--- src/rtl/eth_udp_pkg.sv ---
// eth_udp_pkg: frame layout constants and FSM state type shared by the UDP frame builder
package eth_udp_pkg;
    localparam int ETH_HDR_LEN = 14;
    localparam int IP_HDR_LEN  = 20;
    localparam int UDP_HDR_LEN = 8;
    localparam int PAYLOAD_OFS = ETH_HDR_LEN + IP_HDR_LEN + UDP_HDR_LEN;
    localparam int MIN_FRAME   = 60;
    localparam int MIN_PAYLOAD = MIN_FRAME - PAYLOAD_OFS;
    localparam logic [15:0] ETHERTYPE_IPV4   = 16'h0800;
    localparam logic [7:0]  IP_PROTO_UDP     = 8'h11;
    localparam logic [15:0] IPV4_VER_IHL_TOS = 16'h4500;
    typedef enum logic [1:0] {IDLE, CSUM, START, BUSY} state_t;
endpackage

--- src/rtl/ipv4_csum.sv ---
// ipv4_csum: folds the ten IPv4 header words into a one's-complement checksum, one word per cycle
module ipv4_csum
    import eth_udp_pkg::*;
#(
    parameter logic [7:0]  TTL    = 8'd64,
    parameter logic [31:0] SRC_IP = 32'h0A000002,
    parameter logic [31:0] DST_IP = 32'h0A000001
) (
    input  logic        clk,
    input  logic        rst,
    input  logic        i_run,
    input  logic [15:0] i_total_len,
    input  logic [15:0] i_id,
    output logic [15:0] o_csum,
    output logic        o_done
);
    logic [3:0]   r_idx;
    logic [16:0]  r_acc;
    logic [15:0]  r_csum;
    logic [16:0]  w_sum;
    logic [159:0] w_words;
    logic [3:0]   w_sel;
    logic [15:0]  w_word;

    // checksum field itself is summed as zero
    assign w_words = {IPV4_VER_IHL_TOS, i_total_len, i_id, 16'h0000, TTL, IP_PROTO_UDP,
                      16'h0000, SRC_IP, DST_IP};
    assign w_sel   = 4'd9 - r_idx;
    assign w_word  = w_words[{w_sel, 4'b0000} +: 16];
    assign w_sum   = (r_idx == 4'd0 ? 17'd0 : {1'b0, r_acc[15:0]} + {16'd0, r_acc[16]}) + {1'b0, w_word};
    assign o_done  = i_run && r_idx == 4'd9;
    assign o_csum  = r_csum;

    always_ff @(posedge clk) begin
        if (rst) begin
            r_idx  <= 4'd0;
            r_acc  <= 17'd0;
            r_csum <= 16'd0;
        end else begin
            r_idx <= i_run ? r_idx + 4'd1 : 4'd0;
            if (i_run) r_acc <= w_sum;
            if (o_done) r_csum <= ~(w_sum[15:0] + {15'd0, w_sum[16]});
        end
    end
endmodule

--- src/rtl/udp_frame_builder.sv ---
// udp_frame_builder: buffers a UDP payload and serves the full Ethernet/IPv4/UDP frame by address
module udp_frame_builder
    import eth_udp_pkg::*;
#(
    parameter int          MAX_PAYLOAD = 64,
    parameter logic [47:0] DST_MAC     = 48'hFFFFFFFFFFFF,
    parameter logic [47:0] SRC_MAC     = 48'h020000000002,
    parameter logic [31:0] SRC_IP      = 32'h0A000002,
    parameter logic [31:0] DST_IP      = 32'h0A000001,
    parameter logic [15:0] SRC_PORT    = 16'd1234,
    parameter logic [15:0] DST_PORT    = 16'd1234,
    parameter logic [7:0]  TTL         = 8'd64
) (
    input  logic        clk,
    input  logic        rst,
    input  logic [7:0]  in_data,
    input  logic        in_valid,
    input  logic        in_last,
    output logic        in_ready,
    output logic        start,
    output logic [10:0] frame_len,
    input  logic [10:0] rd_addr,
    output logic [7:0]  rd_data,
    input  logic        tx_done
);
    localparam int AW = MAX_PAYLOAD > 1 ? $clog2(MAX_PAYLOAD) : 1;

    state_t        r_state, w_next;
    logic [10:0]   r_plen;
    logic [15:0]   r_id;
    logic [7:0]    r_ram [MAX_PAYLOAD];
    logic [7:0]    r_rd_data;
    logic          w_accept, w_store, w_csum_done;
    logic [15:0]   w_csum, w_ip_len, w_udp_len;
    logic [335:0]  w_hdr;
    logic [5:0]    w_hsel;
    logic [AW-1:0] w_ofs;
    logic [7:0]    w_byte;

    assign in_ready  = r_state == IDLE && !rst;
    assign w_accept  = in_valid && in_ready;
    assign w_store   = w_accept && r_plen < 11'(MAX_PAYLOAD);
    assign start     = r_state == START;
    assign frame_len = 11'(PAYLOAD_OFS) + (r_plen > 11'(MIN_PAYLOAD) ? r_plen : 11'(MIN_PAYLOAD));
    assign w_ip_len  = 16'(IP_HDR_LEN + UDP_HDR_LEN) + {5'd0, r_plen};
    assign w_udp_len = 16'(UDP_HDR_LEN) + {5'd0, r_plen};
    assign rd_data   = r_rd_data;

    ipv4_csum #(.TTL(TTL), .SRC_IP(SRC_IP), .DST_IP(DST_IP)) u_csum (
        .clk         (clk),
        .rst         (rst),
        .i_run       (r_state == CSUM),
        .i_total_len (w_ip_len),
        .i_id        (r_id),
        .o_csum      (w_csum),
        .o_done      (w_csum_done)
    );

    always_ff @(posedge clk) r_state <= rst ? IDLE : w_next;

    always_comb begin
        w_next = r_state;
        case (r_state)
            IDLE:    w_next = w_accept && in_last ? CSUM : IDLE;
            CSUM:    w_next = w_csum_done ? START : CSUM;
            START:   w_next = BUSY;
            BUSY:    w_next = tx_done ? IDLE : BUSY;
            default: w_next = IDLE;
        endcase
    end

    always_ff @(posedge clk) begin
        if (rst) begin
            r_plen <= 11'd0;
            r_id   <= 16'd0;
        end else if (r_state == BUSY && tx_done) begin
            r_plen <= 11'd0;
            r_id   <= r_id + 16'd1;
        end else if (w_store) begin
            r_plen <= r_plen + 11'd1;
        end
    end

    always_ff @(posedge clk) if (w_store) r_ram[r_plen[AW-1:0]] <= in_data;

    // header is a flat big-endian vector; byte 0 sits in the top eight bits
    assign w_hdr  = {DST_MAC, SRC_MAC, ETHERTYPE_IPV4, IPV4_VER_IHL_TOS, w_ip_len, r_id, 16'h0000,
                     TTL, IP_PROTO_UDP, w_csum, SRC_IP, DST_IP, SRC_PORT, DST_PORT, w_udp_len, 16'h0000};
    assign w_hsel = 6'd41 - rd_addr[5:0];
    assign w_ofs  = AW'(rd_addr - 11'(PAYLOAD_OFS));
    assign w_byte = rd_addr < 11'(PAYLOAD_OFS) ? w_hdr[{w_hsel, 3'b000} +: 8] :
                    rd_addr < 11'(PAYLOAD_OFS) + r_plen ? r_ram[w_ofs] : 8'h00;

    always_ff @(posedge clk) r_rd_data <= rst ? 8'h00 : w_byte;
endmodule

--- config.mk ---
export PLATFORM = sky130hd
export DESIGN_NAME = udp_frame_builder
export DESIGN_NICKNAME = d
export VERILOG_FILES = /design/src/rtl/eth_udp_pkg.sv /design/src/rtl/ipv4_csum.sv /design/src/rtl/udp_frame_builder.sv
export SDC_FILE = /design/constraint.sdc
export NUM_CORES = 1
export LEC_CHECK = 0
export CELL_PAD_IN_SITES_DETAIL_PLACEMENT = 1
export CELL_PAD_IN_SITES_GLOBAL_PLACEMENT = 1
export CORE_MARGIN = 2
export CORE_UTILIZATION = 45
export CTS_BUF_LIST = sky130_fd_sc_hd__clkbuf_8
export CTS_CLUSTER_DIAMETER = 60
export DETAILED_ROUTE_END_ITERATION = 8
export PLACE_DENSITY = 0.83
export SLEW_MARGIN = 20
export SYNTH_ARGS = -nofsm -noshare
export SYNTH_HDL_FRONTEND = slang
export SYNTH_SLANG_ARGS = --single-unit
--- constraint.sdc ---
create_clock -name clk -period 4.9 [get_ports clk]
set_input_delay 0.735 -clock clk [delete_from_list [all_inputs] [get_ports clk]]
set_output_delay 0.735 -clock clk [all_outputs]
set_load 0.02 [all_outputs]
Yosys cells after proc, flatten, opt, wreduce, memory -nomap -nowiden:

Memory sizes are Yosys's and may differ from the RTL's.
Cells that the tools add are included.
Widths: inputs -> output; s select.

* add/subtract/negate cells: 13
* $lt $le $gt $ge: 4
* eq/ne operators: 4
* shift-type cells: 2
* multiplexer cells: 10
* bitwise operators: 2
* reduce and logical (&&, ||, !) cells: 11

Operators by type and width (number)
* $shiftx 336x10->8: 1
* $shiftx 160x9->16: 1
* $add 6x11->11 const A: 2
* $add 16x1->17: 1
* $add 17x16->17: 1
* $mux 17: 1
* $add 16x1->16: 1
* $add 16x1->16 const B: 1
* $mux 8: 2
* $not 16->16: 1
* $add 4x11->12 const A: 1
* $add 5x11->12 const A: 1
* $add 11x1->11 const B: 1
* $gt 11x5->1 const B: 1
* $lt 11x11->1: 1
* $lt 11x6->1 const B: 1
* $lt 11x7->1 const B: 1
* $mux 11: 1
* $pmux 2 s4: 1
* $logic_and 1x1->1: 6
* $sub 6x6->6 const A: 1
* $sub 6x6->6 const B: 1
* $add 4x1->4 const B: 1
* $eq 2x2->1 const B: 2
* other kinds (10): 14

* register bits after elaboration: 74
* memory bits (writable): 512
* input bits: 24
* output and inout port bits: 21
* logic and storage cells: 54
* memories: 1

Memories
* r_ram: words 64, width 8, read ports 1, clocked after Yosys merged registers in 0, write ports 1, line udp_frame_builder.sv:31 `logic [7:0] r_ram [MAX_PAYLOAD];`

Longest topological paths before layout:

* word-level depth: 6
* gate-level depth with buffers: 23
* gate-level depth less buffers: 23

Hierarchy:

Synthesis repeated with hierarchy kept, for this count alone.

* cell total of the unflattened synthesis: 1902
* area total of the unflattened synthesis: 26945.8 um^2

Modules (own cells, without submodules)
* udp_frame_builder: instances 1, cells an instance 1492, area each 23674.0 um^2, sequential area each 16115.5 um^2
* ipv4_csum: instances 1, cells an instance 410, area each 3271.9 um^2, sequential area each 740.7 um^2

Worst setup path before layout:

No wires, ideal clock.

* path type: register -> register
* from: reg r_plen[3]
* to: reg u_csum.r_csum[14] (netlist: u_csum.o_csum[14])
* setup time: 0.120 ns
* data arrival time: 4.796 ns
* required time: 4.780 ns
* slack: -0.016 ns
* stages on the path, launching flop included: 21
* buffers on the path: 1
* period minus slack after synthesis: 4.916 ns
* cells stage by stage: dfxtp_1 -> clkbuf_1 -> inv_1 -> ha_1 -> a21boi_0 -> nor2b_1 -> xnor2_1 -> o21ai_0 -> ha_1 -> a21oi_2 -> nand2_1 -> o21a_1 -> o41ai_1 -> o21ai_0 -> xor2_1 -> ha_1 -> and3_1 -> and4_1 -> nand4_1 -> o31a_1 -> a211o_1

* cells in the longest elaborated chain, start to end: 5

Ends and longest elaborated chain
* from (decl): line udp_frame_builder.sv:29 `logic [10:0] r_plen;`
* from (signal assigned): line udp_frame_builder.sv:80 `r_plen <= r_plen + 11'd1;`
* $add 5x11->12: line udp_frame_builder.sv:45 `assign w_ip_len = 16'(IP_HDR_LEN + UDP_HDR_LEN) + {5'd0, r_plen};`
* $shiftx 160x9->16: line ipv4_csum.sv:29 `assign w_word = w_words[{w_sel, 4'b0000} +: 16];`
* $add 17x16->17: line ipv4_csum.sv:30 `assign w_sum = (r_idx == 4'd0 ? 17'd0 : {1'b0, r_acc[15:0]} + {16'd0, r_acc[16]}) + {1'b0, w_word};`
* net u_csum.w_sum[16]: line ipv4_csum.sv:20 `logic [16:0] w_sum;`
* $add 16x1->16: line ipv4_csum.sv:42 `if (o_done) r_csum <= ~(w_sum[15:0] + {15'd0, w_sum[16]});`
* $not 16->16: line ipv4_csum.sv:42
* to (signal assigned): line ipv4_csum.sv:42
* to (decl): line ipv4_csum.sv:19 `logic [15:0] r_csum;`

The timed path passes the listed nets, and every way through them passes these cells.
A chain may end at the register's enable or synchronous reset.

Final worst setup path:

* from: reg r_plen[7]
* to: out frame_len[7]

* cells in the longest elaborated chain, start to end: 3

Ends and longest elaborated chain
* $gt 11x5->1: line udp_frame_builder.sv:44 `assign frame_len = 11'(PAYLOAD_OFS) + (r_plen > 11'(MIN_PAYLOAD) ? r_plen : 11'(MIN_PAYLOAD));`
* $mux 11 (*): line udp_frame_builder.sv:44
* $add 6x11->11 (*): line udp_frame_builder.sv:44
* to (decl): line udp_frame_builder.sv:21 `output logic [10:0] frame_len,`

Mark *: on every way between the ends. The rest lies on a longest branch, timed or not.

==> results list <==
- Status: completed
- Number of instances in the synthesized netlist: 1798
- Mean post-synth cell area: 14.65 um2
- For this configuration, the core starts out at a cell density of 0.4558.
- The floorplan has 88 rows.
* Residual antenna-violating net count after detailed routing: 0
* Post-DR vias/cell: 6.208
* Worst-skew pair later-pin latency: 0.71 ns
- Setup violations remaining at the end of the flow were counted as 0.
- The die covers 60510 um2.
* Primary flip-flop cell chosen by synthesis mapping: edfxtp_1
- Entering global routing, the biggest net connects 65 pins.
- Fmax: 0.2096 GHz
* Average wire per cell in the routed design: 28.12 um
- Number of hold violations in the final report: 0
- In the finished design, the share of the clock period the worst path needs comes to 0.9735.
- By area the synthesized netlist is led by edfxtp_1 58%, mux4_2 8.9%, dfxtp_1 5.6%.
* HPWL reported at the end of detailed placement: 49630 um
- The tightest hold path in the finished design has a slack of 0.4238 ns.
* Pleak: 0.01000 uW
* Number of top-level pins: 45
* Deepest clock path buffer count: 3
- TritonCTS clock tree: built
- OpenSTA, run right after detailed placement, puts the worst setup slack at -0.05533 ns.
- Worst Clk Skew: 0.03795 ns
- Clock transition time at the flip-flop clock pins of the worst setup and hold paths: 0.05 ns
* Post-route non-filler standard cell count: 2758
* Fraction of power spent switching nets: 0.2524
- Type of element launching the critical path: flip-flop
- Share of cells above drive strength 1: 0.1867
- Nets: 2000
* Violation count after the first detailed-routing iteration: 1893
- Async S/R FF share, synth: 0
- The congestion estimate from routability-driven global placement came to 0.9104.
* Clock root buffer: clkbuf_8
- The first global-routing pass estimated 115400 um of wire.
* Relative slew slack: 0.2770
- For this design the ratio of total power to cell area is 349.0 nW/um2.
- Cell internal power was estimated by the tool at 7735 uW.
* Maximum Capacitance Violations: 0
* Critical path endpoint category: primary output
- CTS saw 586 sinks.
- Actual transition at the worst max-transition pin: 1.080 ns
- Of the total power, the clock network draws 0.396.
- After detailed routing, the number of remaining DRC violations is 0.
* Worst-path fanout max: 7
- Summing every instance area after synthesis gives 26350 um2.
- The most critical setup path has its startpoint at r_plen[7]$_SDFFE_PP0P_.
* HP Start: rst
* Reg2reg start: r_plen[3]$_SDFFE_PP0P_
- Time the final worst path needs with I/O delays and setup: 4.770 ns
* Num CTS Buffers: 96
* Mapped Nets: 1880
- Proportion of synthesized chip area in sequential cells: 0.6397
* Warnings from Yosys: 0
- Area growth from synthesis to layout: 12.50%
- The H-tree generated during clock tree synthesis spans 3 levels.
- Count of state elements after synthesis: 586
- Summing over every cut layer, the via total after detailed routing is 17123.
* Placeable Area: 57810 um2
- Worst Setup Slack, final: 0.1298 ns
- Number of search-and-repair iterations in the first detailed-routing pass: 5
- In this run the worst hold path is classified as input pin to flip-flop.
- Number of max-slew violations in the final report: 0
- Comb power frac: 0.078
- Required time of the worst setup path: 4.16 ns
* Arrival time reported for the critical path endpoint: 4.04 ns
- CTS hold repair buffers: 0
- Total wire length: 77540 um
- Leaving out fill and tap cells, the most frequent cells in the layout are 512 x edfxtp_1, 159 x nor2_1, 150 x nand2_1.
* Proportion of power drawn by flip-flops and latches: 0.526
- The die is 246.0 um wide.
* Overall fraction of global-route tracks in use: 0.2570
- Number of global-route vias before repair: 17802
* Total congestion overflow: 0
* Most frequent standard cell in the layout excluding fill and tap cells: edfxtp_1
- Counting flops with a built-in enable in the synthesized netlist gives 512.
- Antenna violations before repair: 3
- Switching Power: 2611 uW
- Port Buf Inserts: 44
- The netlist uses 77 different library cells.
* Largest area contributor in the netlist: edfxtp_1
* Maximum ir drop on the vdd rail: 0.2144 mV
- Dpl cells: 2576
- The critical path in this run is classified as flip-flop to primary output.
- The die is 246.0 um tall.
* Portion of synthesized cell area occupied by the leading cell type: 0.5835
==> per-layer routing <==
layer / vias to the layer above / wire length [um] / part of all wire / global-route usage
met2: 954 / 36340 / 0.47 / 0.4050
met4: 2 / 3016 / 0.039 / 0.1043
met3: 206 / 6691 / 0.086 / 0.04837
met1: 8767 / 31480 / 0.41 / 0.3522
li1: 7194 / - / - / -
met5: - / 13 / 0.00017 / 0
==> critical path, stage by stage, from the launching register on <==
cell             delay (ns)
dfxtp_1                0.41
buf_4                  0.22
or4_1                  0.50
nor2_1                 0.23
nand3b_1               0.28
nand2_1                0.27
ha_1                   0.23
a21oi_1                0.07
a21oi_2                0.22
o21ai_0                0.14
xnor2_1                0.16
clkdlybuf4s50_1        0.62
==> registers in the layout, indices dropped and copies added, names as in the netlist <==
register / cells
r_id: 16
r_plen: 11
r_ram: 512
r_state: 2
rd_data: 8
u_csum.o_csum: 16
u_csum.r_acc: 17
u_csum.r_idx: 4
==> power by group through the flow <==
stage,Sequential (uW),Clock (uW),Combinational (uW)
final,5450,4090,806
after floorplan,5550,0,452
after detailed placement,5550,0,779
after global placement,5550,0,745
after CTS,5450,4140,790
after global routing,5440,4340,839
==> metrics by stage <==
| step | util | TNS, ns | total power [uW] | instance area, um2 |
|---|---|---|---|---|
| floorplan | - | 0 | 6006 | 26350 |
| global placement | 0.4788 | 0 | 6295 | 27680 |
| detailed placement | 0.4788 | -0.1120 | 6332 | 27680 |
| CTS | 0.5102 | 0 | 10380 | 29490 |
| global route | 0.5127 | -0.3786 | 10620 | 29640 |
| finish | 0.5128 | 0 | 10350 | 29640 |
==> timing repair <==
action,4_1_cts,5_1_grt
gates cloned,0,0
setup buffers,2,7
endpoints found under the hold margin,0,0
pin swaps,1,13
setup endpoints to repair,6,13
gates resized for setup,3,20
==> cell families (layout without fill, tap and decap cells) <==
| group | after synthesis | in the layout | share of synthesized area |
|---|---|---|---|
| fa+ha+maj | 58 | 58 | 0.02783 |
| mux | 172 | 172 | 0.1206 |
| xor+xnor | 87 | 87 | 0.03006 |
| other cells | 0 | 1 | 0 |
| buf+inv | 130 | 324 | 0.02863 |
| simple gates | 473 | 473 | 0.08125 |
| flops | 586 | 586 | 0.6397 |
| compound gates | 292 | 292 | 0.07194 |
==> synth_stat cells, types with 12 or more instances <==
master	instances
clkbuf_1	39
nand2_1	151
a31oi_1	20
and3_1	19
nor2_1	162
buf_6	18
nor3_1	20
a211oi_1	12
mux4_2	104
xnor2_1	48
ha_1	57
o21ai_0	52
edfxtp_1	512
o22ai_1	18
inv_1	28
a21oi_1	91
nand4_1	14
xor2_1	35
nand3_1	38
dfxtp_1	74
a221oi_1	14
buf_2	18
mux2i_1	53
or3_1	15
and2_1	17
==> final cells by class <==
class                           count  area, um2
Clock buffer                      100       1376
Fill cell                        5676      28160
Tap cell                          765      957.2
Multi-Input combinational cell   1082       8857
Clock inverter                     72      415.4
Inverter                           29      108.9
Timing Repair Buffer              123       1066
Antenna cell                        1      2.502
Sequential cell                   586      16860
==> path summary, 6_finish.rpt <==
kind                                    end  slack (ns)  cells past startpoint
max reg2reg  u_csum.o_csum[12]$_SDFFE_PP0P_        0.24                     21
min                   r_state[0]$_SDFF_PP0_        0.42                      4
min reg2reg   u_csum.o_csum[6]$_SDFFE_PP0P_        0.46                      2
max                            frame_len[7]        0.13                     11
(Power assumes the default switching activity.)
